## src/rtl/vrf_addr_gen.sv

```systemverilog
// vrf_addr_gen: per-lane VRF address generator. Walks a register group element
// by element (SEW 8/16/32) and issues one registered word address per accepted
// beat over a valid/ready handshake.
// Optional feature macro: VRF_ADDR_DOWN_EN enables descending traversal and
// slide subtraction; without it up_down_i is ignored and runs are ascending.
module vrf_addr_gen #(
  parameter int unsigned MEM_DEPTH         = 512,
  parameter int unsigned VREG_LOC_PER_LANE = 8,
  parameter int unsigned MAX_GROUP         = 8,
  parameter int unsigned AW                = $clog2(MEM_DEPTH),
  parameter int unsigned CW                = $clog2(MAX_GROUP*VREG_LOC_PER_LANE*4)+1,
  parameter int unsigned GW                = $clog2(MAX_GROUP)+1
) (
  input  logic                    clk_i,
  input  logic                    rst_i,
  input  logic                    start_i,
  input  logic [MAX_GROUP*AW-1:0] base_addr_i,
  input  logic [GW-1:0]           group_size_i,
  input  logic [AW-1:0]           slide_offset_i,
  input  logic                    up_down_i,
  input  logic [1:0]              sew_i,
  input  logic [CW-1:0]           el_count_i,
  input  logic                    ready_i,
  output logic                    valid_o,
  output logic [AW-1:0]           addr_o,
  output logic [1:0]              sub_sel_o,
  output logic                    last_o,
  output logic                    busy_o,
  output logic                    done_o
);
  localparam int unsigned SW = $clog2(VREG_LOC_PER_LANE*4);
  localparam int unsigned RW = (MAX_GROUP > 1) ? $clog2(MAX_GROUP) : 1;

  localparam logic [0:0] S_IDLE = 1'b0;
  localparam logic [0:0] S_RUN  = 1'b1;

  logic [0:0]    state_q, state_d;
  logic [AW-1:0] base_q [MAX_GROUP];
  logic [AW-1:0] base_d [MAX_GROUP];
  logic [1:0]    sew_q, sew_d;
  logic [SW-1:0] lim_q, lim_d;
  logic [SW-1:0] s_q, s_d;
  logic [RW-1:0] r_q, r_d;
  logic [CW-1:0] rem_q, rem_d;
  logic          valid_q, valid_d;
  logic [AW-1:0] addr_q, addr_d;
  logic [1:0]    sub_sel_q, sub_sel_d;
  logic          last_q, last_d;
  logic          busy_q, busy_d;
  logic          done_q, done_d;
`ifdef VRF_ADDR_DOWN_EN
  logic          dir_q, dir_d;
`else
  logic          unused_up_down;
  assign unused_up_down = up_down_i;
`endif

  logic [SW-1:0] lim_in;
  logic [GW-1:0] gsz_in;
  logic [CW-1:0] cap_in;
  logic [CW-1:0] n_in;
  logic [1:0]    shift;
  logic          load;

  // Decode the run length requested at start: capped by the group capacity.
  always_comb begin
    case (sew_i)
      2'b00:   lim_in = SW'(VREG_LOC_PER_LANE*4-1);
      2'b01:   lim_in = SW'(VREG_LOC_PER_LANE*2-1);
      default: lim_in = SW'(VREG_LOC_PER_LANE-1);
    endcase
    gsz_in = (group_size_i > GW'(MAX_GROUP)) ? GW'(MAX_GROUP) : group_size_i;
    cap_in = CW'(gsz_in) * (CW'(lim_in) + CW'(1));
    if (sew_i == 2'b11 || gsz_in == '0) begin
      n_in = '0;
    end else begin
      n_in = (el_count_i < cap_in) ? el_count_i : cap_in;
    end
  end

  // Next-state logic. The output registers are loaded with the address of the
  // position the counters move to, so addr_o is registered, not decoded.
  always_comb begin
    state_d   = state_q;
    base_d    = base_q;
    sew_d     = sew_q;
    lim_d     = lim_q;
    s_d       = s_q;
    r_d       = r_q;
    rem_d     = rem_q;
    valid_d   = valid_q;
    addr_d    = addr_q;
    sub_sel_d = sub_sel_q;
    last_d    = last_q;
    busy_d    = busy_q;
    done_d    = 1'b0;
    load      = 1'b0;
    shift     = 2'd0;
`ifdef VRF_ADDR_DOWN_EN
    dir_d     = dir_q;
`endif
    case (state_q)
      S_IDLE: begin
        if (start_i) begin
          for (int unsigned i = 0; i < MAX_GROUP; i++) begin
            base_d[i] = base_addr_i[i*AW +: AW];
          end
          sew_d = sew_i;
          lim_d = lim_in;
`ifdef VRF_ADDR_DOWN_EN
          dir_d = up_down_i;
          if (!up_down_i) begin
            base_d[0] = base_addr_i[AW-1:0] - slide_offset_i;
            s_d       = lim_in;
            r_d       = RW'(gsz_in - GW'(1));
          end else
`endif
          begin
            base_d[0] = base_addr_i[AW-1:0] + slide_offset_i;
            s_d       = '0;
            r_d       = '0;
          end
          rem_d = n_in;
          if (n_in == '0) begin
            done_d = 1'b1;
          end else begin
            state_d = S_RUN;
            busy_d  = 1'b1;
            valid_d = 1'b1;
            load    = 1'b1;
          end
        end
      end
      default: begin
        if (valid_q && ready_i) begin
          if (last_q) begin
            state_d   = S_IDLE;
            valid_d   = 1'b0;
            busy_d    = 1'b0;
            last_d    = 1'b0;
            addr_d    = '0;
            sub_sel_d = '0;
            done_d    = 1'b1;
          end else begin
            rem_d = rem_q - CW'(1);
            load  = 1'b1;
`ifdef VRF_ADDR_DOWN_EN
            if (!dir_q) begin
              if (s_q == '0) begin
                s_d = lim_q;
                r_d = r_q - RW'(1);
              end else begin
                s_d = s_q - SW'(1);
              end
            end else
`endif
            begin
              if (s_q == lim_q) begin
                s_d = '0;
                r_d = r_q + RW'(1);
              end else begin
                s_d = s_q + SW'(1);
              end
            end
          end
        end
      end
    endcase

    if (load) begin
      case (sew_d)
        2'b00:   shift = 2'd2;
        2'b01:   shift = 2'd1;
        default: shift = 2'd0;
      endcase
      addr_d = base_d[r_d] + AW'(s_d >> shift);
      case (sew_d)
        2'b00:   sub_sel_d = s_d[1:0];
        2'b01:   sub_sel_d = {s_d[0], 1'b0};
        default: sub_sel_d = 2'b00;
      endcase
      last_d = (rem_d == CW'(1));
    end
  end

  // State and output registers with synchronous reset.
  always_ff @(posedge clk_i) begin
    if (rst_i) begin
      state_q   <= S_IDLE;
      for (int unsigned i = 0; i < MAX_GROUP; i++) begin
        base_q[i] <= '0;
      end
      sew_q     <= '0;
      lim_q     <= '0;
      s_q       <= '0;
      r_q       <= '0;
      rem_q     <= '0;
      valid_q   <= 1'b0;
      addr_q    <= '0;
      sub_sel_q <= '0;
      last_q    <= 1'b0;
      busy_q    <= 1'b0;
      done_q    <= 1'b0;
`ifdef VRF_ADDR_DOWN_EN
      dir_q     <= 1'b1;
`endif
    end else begin
      state_q   <= state_d;
      base_q    <= base_d;
      sew_q     <= sew_d;
      lim_q     <= lim_d;
      s_q       <= s_d;
      r_q       <= r_d;
      rem_q     <= rem_d;
      valid_q   <= valid_d;
      addr_q    <= addr_d;
      sub_sel_q <= sub_sel_d;
      last_q    <= last_d;
      busy_q    <= busy_d;
      done_q    <= done_d;
`ifdef VRF_ADDR_DOWN_EN
      dir_q     <= dir_d;
`endif
    end
  end

  assign valid_o   = valid_q;
  assign addr_o    = addr_q;
  assign sub_sel_o = sub_sel_q;
  assign last_o    = last_q;
  assign busy_o    = busy_q;
  assign done_o    = done_q;

endmodule

```

## config.mk

```make
export PLATFORM = sky130hd
export DESIGN_NAME = vrf_addr_gen
export DESIGN_NICKNAME = d
export VERILOG_FILES = /design/src/rtl/vrf_addr_gen.sv
export SDC_FILE = /design/constraint.sdc
export NUM_CORES = 1
export LEC_CHECK = 0
export ABC_AREA = 1
export CORE_UTILIZATION = 48
export DETAILED_ROUTE_END_ITERATION = 10
export PLACE_DENSITY = 0.77
export SYNTH_ARGS = -nofsm -noshare
export SYNTH_HDL_FRONTEND = slang
export SYNTH_SLANG_ARGS = --single-unit
```

## constraint.sdc

```tcl
create_clock -name clk_i -period 4.9 [get_ports clk_i]
set_input_delay 0.98 -clock clk_i [delete_from_list [all_inputs] [get_ports clk_i]]
set_output_delay 0.98 -clock clk_i [all_outputs]
set_load 0.02 [all_outputs]
```

Word level (Yosys, flattened, before mapping)
Index checks and enable logic that the tools add are counted.

word-level totals
  logic and storage cells = 110
  input bits = 101
  bits in registers = 111
  output and inout bits = 15

cells by class
  $mul = 1
  bitwise operators = 2
  reductions and logical operators = 14
  magnitude comparators = 3
  shift operators = 1
  equality and inequality tests = 8
  $add $sub $neg = 6
  mux-type cells = 56

operator list
  cell                                                                   number
  72-bit two-way mux                                                     2
  9-bit two-way mux                                                      12
  9-bit binary-select mux with 3-bit select                              1
  5-bit two-way mux                                                      5
  1-bit two-way mux                                                      20
  9-bit adder                                                            2
  3-bit two-way mux                                                      5
  2-bit two-way mux                                                      7
  5-bit one-hot mux with 2 select lines                                  1
  9-bit by 1-bit equality test with 1-bit output, second input constant  1
  9-bit zero test                                                        1
  9-bit less-than comparator                                             1
  4-bit by 6-bit multiplier with 9-bit output                            1
  5-bit by 2-bit >> shifter with 9-bit output                            1
  9-bit by 1-bit subtractor with 9-bit output, second input constant     1
  2-bit one-hot mux with 2 select lines                                  2
  2-bit nonzero test                                                     4
  5-bit by 1-bit adder with 6-bit output, second input constant          1
  5-bit by 1-bit adder with 5-bit output, second input constant          1
  5-bit equality test                                                    1
  2-bit by 1-bit equality test with 1-bit output, second input constant  2
  4-bit greater-or-equal comparator, second input constant               1
  4-bit greater-than comparator, second input constant                   1
  2-bit zero test                                                        2
  13 further kinds                                                       15

Logic depth before layout (Yosys ltp)
Gate-level depths: netlist of the first run.

  depth in word-level cells = 15
  gate-level depth with buffers = 26
  depth with buffers taken out = 25

Worst setup path after synthesis of the first run
Ideal clock, no wire load.

  path kind = input -> register
  start point = input port sew_i[1]
  end point = register addr_q[5], in the netlist addr_o[5]
  path slack = 0.291 ns
  path buffers = 2
  arrival = 4.480 ns
  library setup time = 0.128 ns
  data required time = 4.772 ns
  stages on the path = 23
  cells stage by stage = nor2_1 -> nand2_1 -> fa_1 -> inv_1 -> ha_1 -> ha_1 -> nand2_1 -> o21ai_0 -> xor2_1 -> ha_1 -> a21oi_1 -> o21a_1 -> nand3_1 -> buf_4 -> o21ai_0 -> nand2_1 -> nor2_1 -> nand2_1 -> nand2_2 -> nand2_1 -> buf_4 -> nand3b_1 -> a21oi_1

on the way
  longest elaborated chain between the ends = 13
  elaborated cells on any way between the ends = 27
  those cells by class = add/sub: 2; mul: 1; order compare: 1; eq/ne: 3; shift: 1; mux: 11; reduce/logical: 8

RTL lines
  what                                                                                      line  RTL
  start, declared                                                                           21    input logic [1:0] sew_i,
  2-bit by 1-bit equality test with 1-bit output / 2-bit zero test (equally long branches)  67    case (sew_i)
  5-bit one-hot mux with 2 select lines                                                     67
  5-bit by 1-bit adder with 6-bit output                                                    73    cap_in = CW'(gsz_in) * (CW'(lim_in) + CW'(1));
  4-bit by 6-bit multiplier with 9-bit output                                               73
  9-bit less-than comparator                                                                77    n_in = (el_count_i < cap_in) ? el_count_i : cap_in;
  9-bit two-way mux                                                                         77
  9-bit two-way mux                                                                         74    if (sew_i == 2'b11 || gsz_in == '0) begin
  9-bit zero test                                                                           124   if (n_in == '0) begin
  1-bit two-way mux                                                                         124
  1-bit two-way mux                                                                         104   if (start_i) begin
  1-bit two-way mux                                                                         102   case (state_q)
  2-bit nonzero test (no source line)                                                       -
  3-bit AND reduction (no source line)                                                      -
  end signal, assigned                                                                      216   addr_q <= addr_d;
  end, declared                                                                             46    logic [AW-1:0] addr_q, addr_d;

Parallel ways exist; a longest one is shown, timed or not. The select of a mux whose other input is x is not followed.
A chain may end at the register's enable or synchronous reset.

Final worst setup path of the first run
  start point = input port sew_i[1]
  end point = register addr_q[7], in the netlist addr_o[7]

Same word-level chain as after synthesis.

==> impl_metrics.toml, run 1 <==
[status]
status = "completed"

[critical_path]
crit_required_ns = 5.09
r2r-start = "state_q$_SDFF_PP0_"
critPathLaunchType = "primary input"
crit_type = "in -> reg"
end_kind = "register"
cp_data_arrival_time_ns = 4.94
worst-path-max-fanout = 8
startpoint = "sew_i[1]"

[clocking]
hold_buffers = 0
root_buffer = "clkbuf_16"
numCtsBuffers = 9
clockBufferDepth = 2
cts_max_level = 3
tritoncts = "yes"
worstSkewPairLatency_ns = 0.35
clk_pin_slew_ns = 0.08
cts_sinks = 109

[die]
start_util_pct = 49.0
coreArea_um2 = 13200
io_pins = 116
fp.dieW_um = 118
dieArea_um2 = 13900
die_y_um = 118
row_count = 42

[drt]
viasPerCell = 5.02
wl_per_cell_um = 12.8
ant_nets = 0
routed_wl_um = 15900
vias = 6236
first_iter_violations = 287
first_pass_iters = 5
drc_errors = 0

[power]
swShare_pct = 31.2
power_frac_clock_pct = 30.2
intPower_mw = 1.66
ir_drop_mv = 0.201
power.switching_uw = 753
p_total_mw = 2.41
p_comb_share_pct = 29.2
seqPwrFrac_pct = 40.6
leakage_nw = 3.98
p_per_area_nw_per_um2 = 283

[synth]
avgSynthCellArea_um2 = 7.04
synthCells = 919
synth-seq-cells = 109
seq_area_frac_synth_pct = 33.7
synthTopCellsByArea = "dfxtp_1 34%, nand2_1 11%, nor2_1 8.9%, mux2i_1 7.9%, ha_1 6.0%"
ys_types = 43
synth_largest_area_cell = "dfxtp_1"
syn_area_um2 = 6470
ys_warn_count = 0
syn_nets = 1055
synth_top_cell_area_share_pct = 33.7

[timing]
min_period_ns = 4.76
tightest_slew_ns = 1.10
slew-limit-headroom_pct = 26.9
post-route-period-util_pct = 97.1
finClkSkew_ns = 0.00859
setup_slack_ns = 0.143
slew_violations = 0
fmax_mhz = 210
hold_viol = 0
setup-violations-final = 0
hold_ws_ns = 0.475

[finish]
fillers = 1165
drive_gt1_share_pct = 13.6
final_cell_mix = "179 x nand2_1, 145 x nor2_1, 109 x dfxtp_1, 108 x clkdlybuf4s50_1, 90 x inv_1"
antenna_cells = 0
layout.cells.most_common = "nand2_1"
fin_util_pct = 64.6
nets = 1196
stdcell_count = 1241
area_delta_synth_final_pct = 31.7

[grt]
grt_antenna_before_repair = 0
grt_usage_pct = 22.7
grt_pass1_wl_um = 25900
grt_max_degree = 110
gr-total-overflow = 0
first_global_vias = 5825

[hold_path]
hold_class = "reg -> reg"
worst_hold_startpoint = "base_q[67]$_SDFF_PP0_"

[placement]
dp.cells = 1224
io_buffer_count = 114
dpl.hpwl_um = 11400
dp_worst_setup_slack_ns = -0.568
gp_congestion = 0.859

[job]
cap_violations = 0
registers in the layout, summed over array words and instances, names as in the netlist:
signal,cells
done_o,1
addr_o,9
busy_o,1
r_q,3
rem_q,9
state_q,1
s_q,5
sew_q,2
lim_q,3
sub_sel_o,2
last_o,1
base_q,72
final timing paths:
check | to | slack, ns | cells after the start
max | addr_o[7]$_SDFFE_PP0P_ | 0.14 | 26
min | base_q[67]$_SDFF_PP0_ | 0.48 | 2
max reg2reg | addr_o[6]$_SDFFE_PP0P_ | 0.89 | 19
min reg2reg | base_q[67]$_SDFF_PP0_ | 0.48 | 2
stage by stage:
stage / TNS, ns / area [um2]
detailed placement: -8.49 / 8060
finish: 0 / 8520
CTS: 0 / 8390
global route: -0.639 / 8520
global placement: -6.80 / 8060
floorplan: 0 / 6470
routing by layer:
layer	up-vias	global-route usage, %	part of all wire [%]
met2	151	40.6	50
met3	22	4.12	3.9
li1	3252	-	-
met1	2811	27.8	45
met4	0	5.77	1.7
met5	-	0	0
power by group through the flow:
stage               logic, mW  clock network [mW]  registers (mW)
finish                  0.704               0.729           0.981
global route            0.784               0.776           0.990
CTS                     0.683               0.738           0.982
detailed placement      0.672                   0            1.00
global placement        0.664                   0            1.00
floorplan               0.413                   0            1.01
kinds of logic after synthesis:
| group | count (synthesis) | synth area share, % |
|---|---|---|
| AO/OA/AOI/OAI | 110 | 9.88 |
| XOR/XNOR | 9 | 1.22 |
| adder cells (fa/ha/maj) | 35 | 7.23 |
| buffers and inverters | 139 | 9.07 |
| flip-flops | 109 | 33.7 |
| multiplexers | 51 | 7.89 |
| AND/OR/NAND/NOR | 466 | 31.0 |
cells in the mapped netlist, drive strengths merged:
cell type    number
a211oi            2
a21boi            2
a21oi            42
a22oi             1
a31oi             2
a32o              2
buf              27
clkbuf           13
dfxtp           109
dlygate4sd1       1
fa                4
ha               31
inv              98
mux2i            51
nand2           191
nand3            70
nand3b            5
nand4             7
nor2            159
nor3             14
o211ai            4
o21a              4
o21ai            43
o21bai            1
o221ai            1
o22ai             3
o32ai             3
or2              20
xnor2             3
xor2              6
repair_timing:
action / in CTS / in global routing
setup endpoints to repair: 14 / 14
resized for setup: 17 / 28
pin swaps: 7 / 19
endpoints found under the hold margin: 0 / 0
setup buffers: 0 / 1
worst max-delay path: stages:
cell,delay (ns)
dlygate4sd2_1,0.29
nor2_2,0.20
nand2_2,0.09
fa_1,0.52
inv_2,0.05
ha_4,0.23
ha_1,0.27
nand2_1,0.05
o21ai_2,0.21
xor2_2,0.12
ha_1,0.35
nand2_2,0.08
nor2_2,0.12
nand4_1,0.10
nand3_2,0.11
buf_6,0.13
nor2_1,0.05
nor3_1,0.21
nand2_1,0.12
nor2_4,0.12
nand2_2,0.09
nand2_2,0.09
nand2_2,0.08
buf_6,0.13
nand3_1,0.09
a21oi_1,0.06
layout make-up:
type                       instances  area [um2]  share of cell area [%]
sequential                       109        2180                    25.6
tap                              176         220                    2.58
multi-input combinational        671        3830                    45.0
clock inverter                     6        60.1                   0.705
timing repair buffer             171        1620                    19.0
inverter                          98         370                    4.35
clock buffer                      10         239                    2.80
Note: power is estimated with default switching activity, not from simulation.
==> run 2, diff against run 1 <==
- CTS_BUF_LIST: not set -> sky130_fd_sc_hd__clkbuf_4 sky130_fd_sc_hd__clkbuf_8 sky130_fd_sc_hd__clkbuf_16
==> results of run 2 <==
No change in the layout: final DEF, timing and power equal those of run 1.
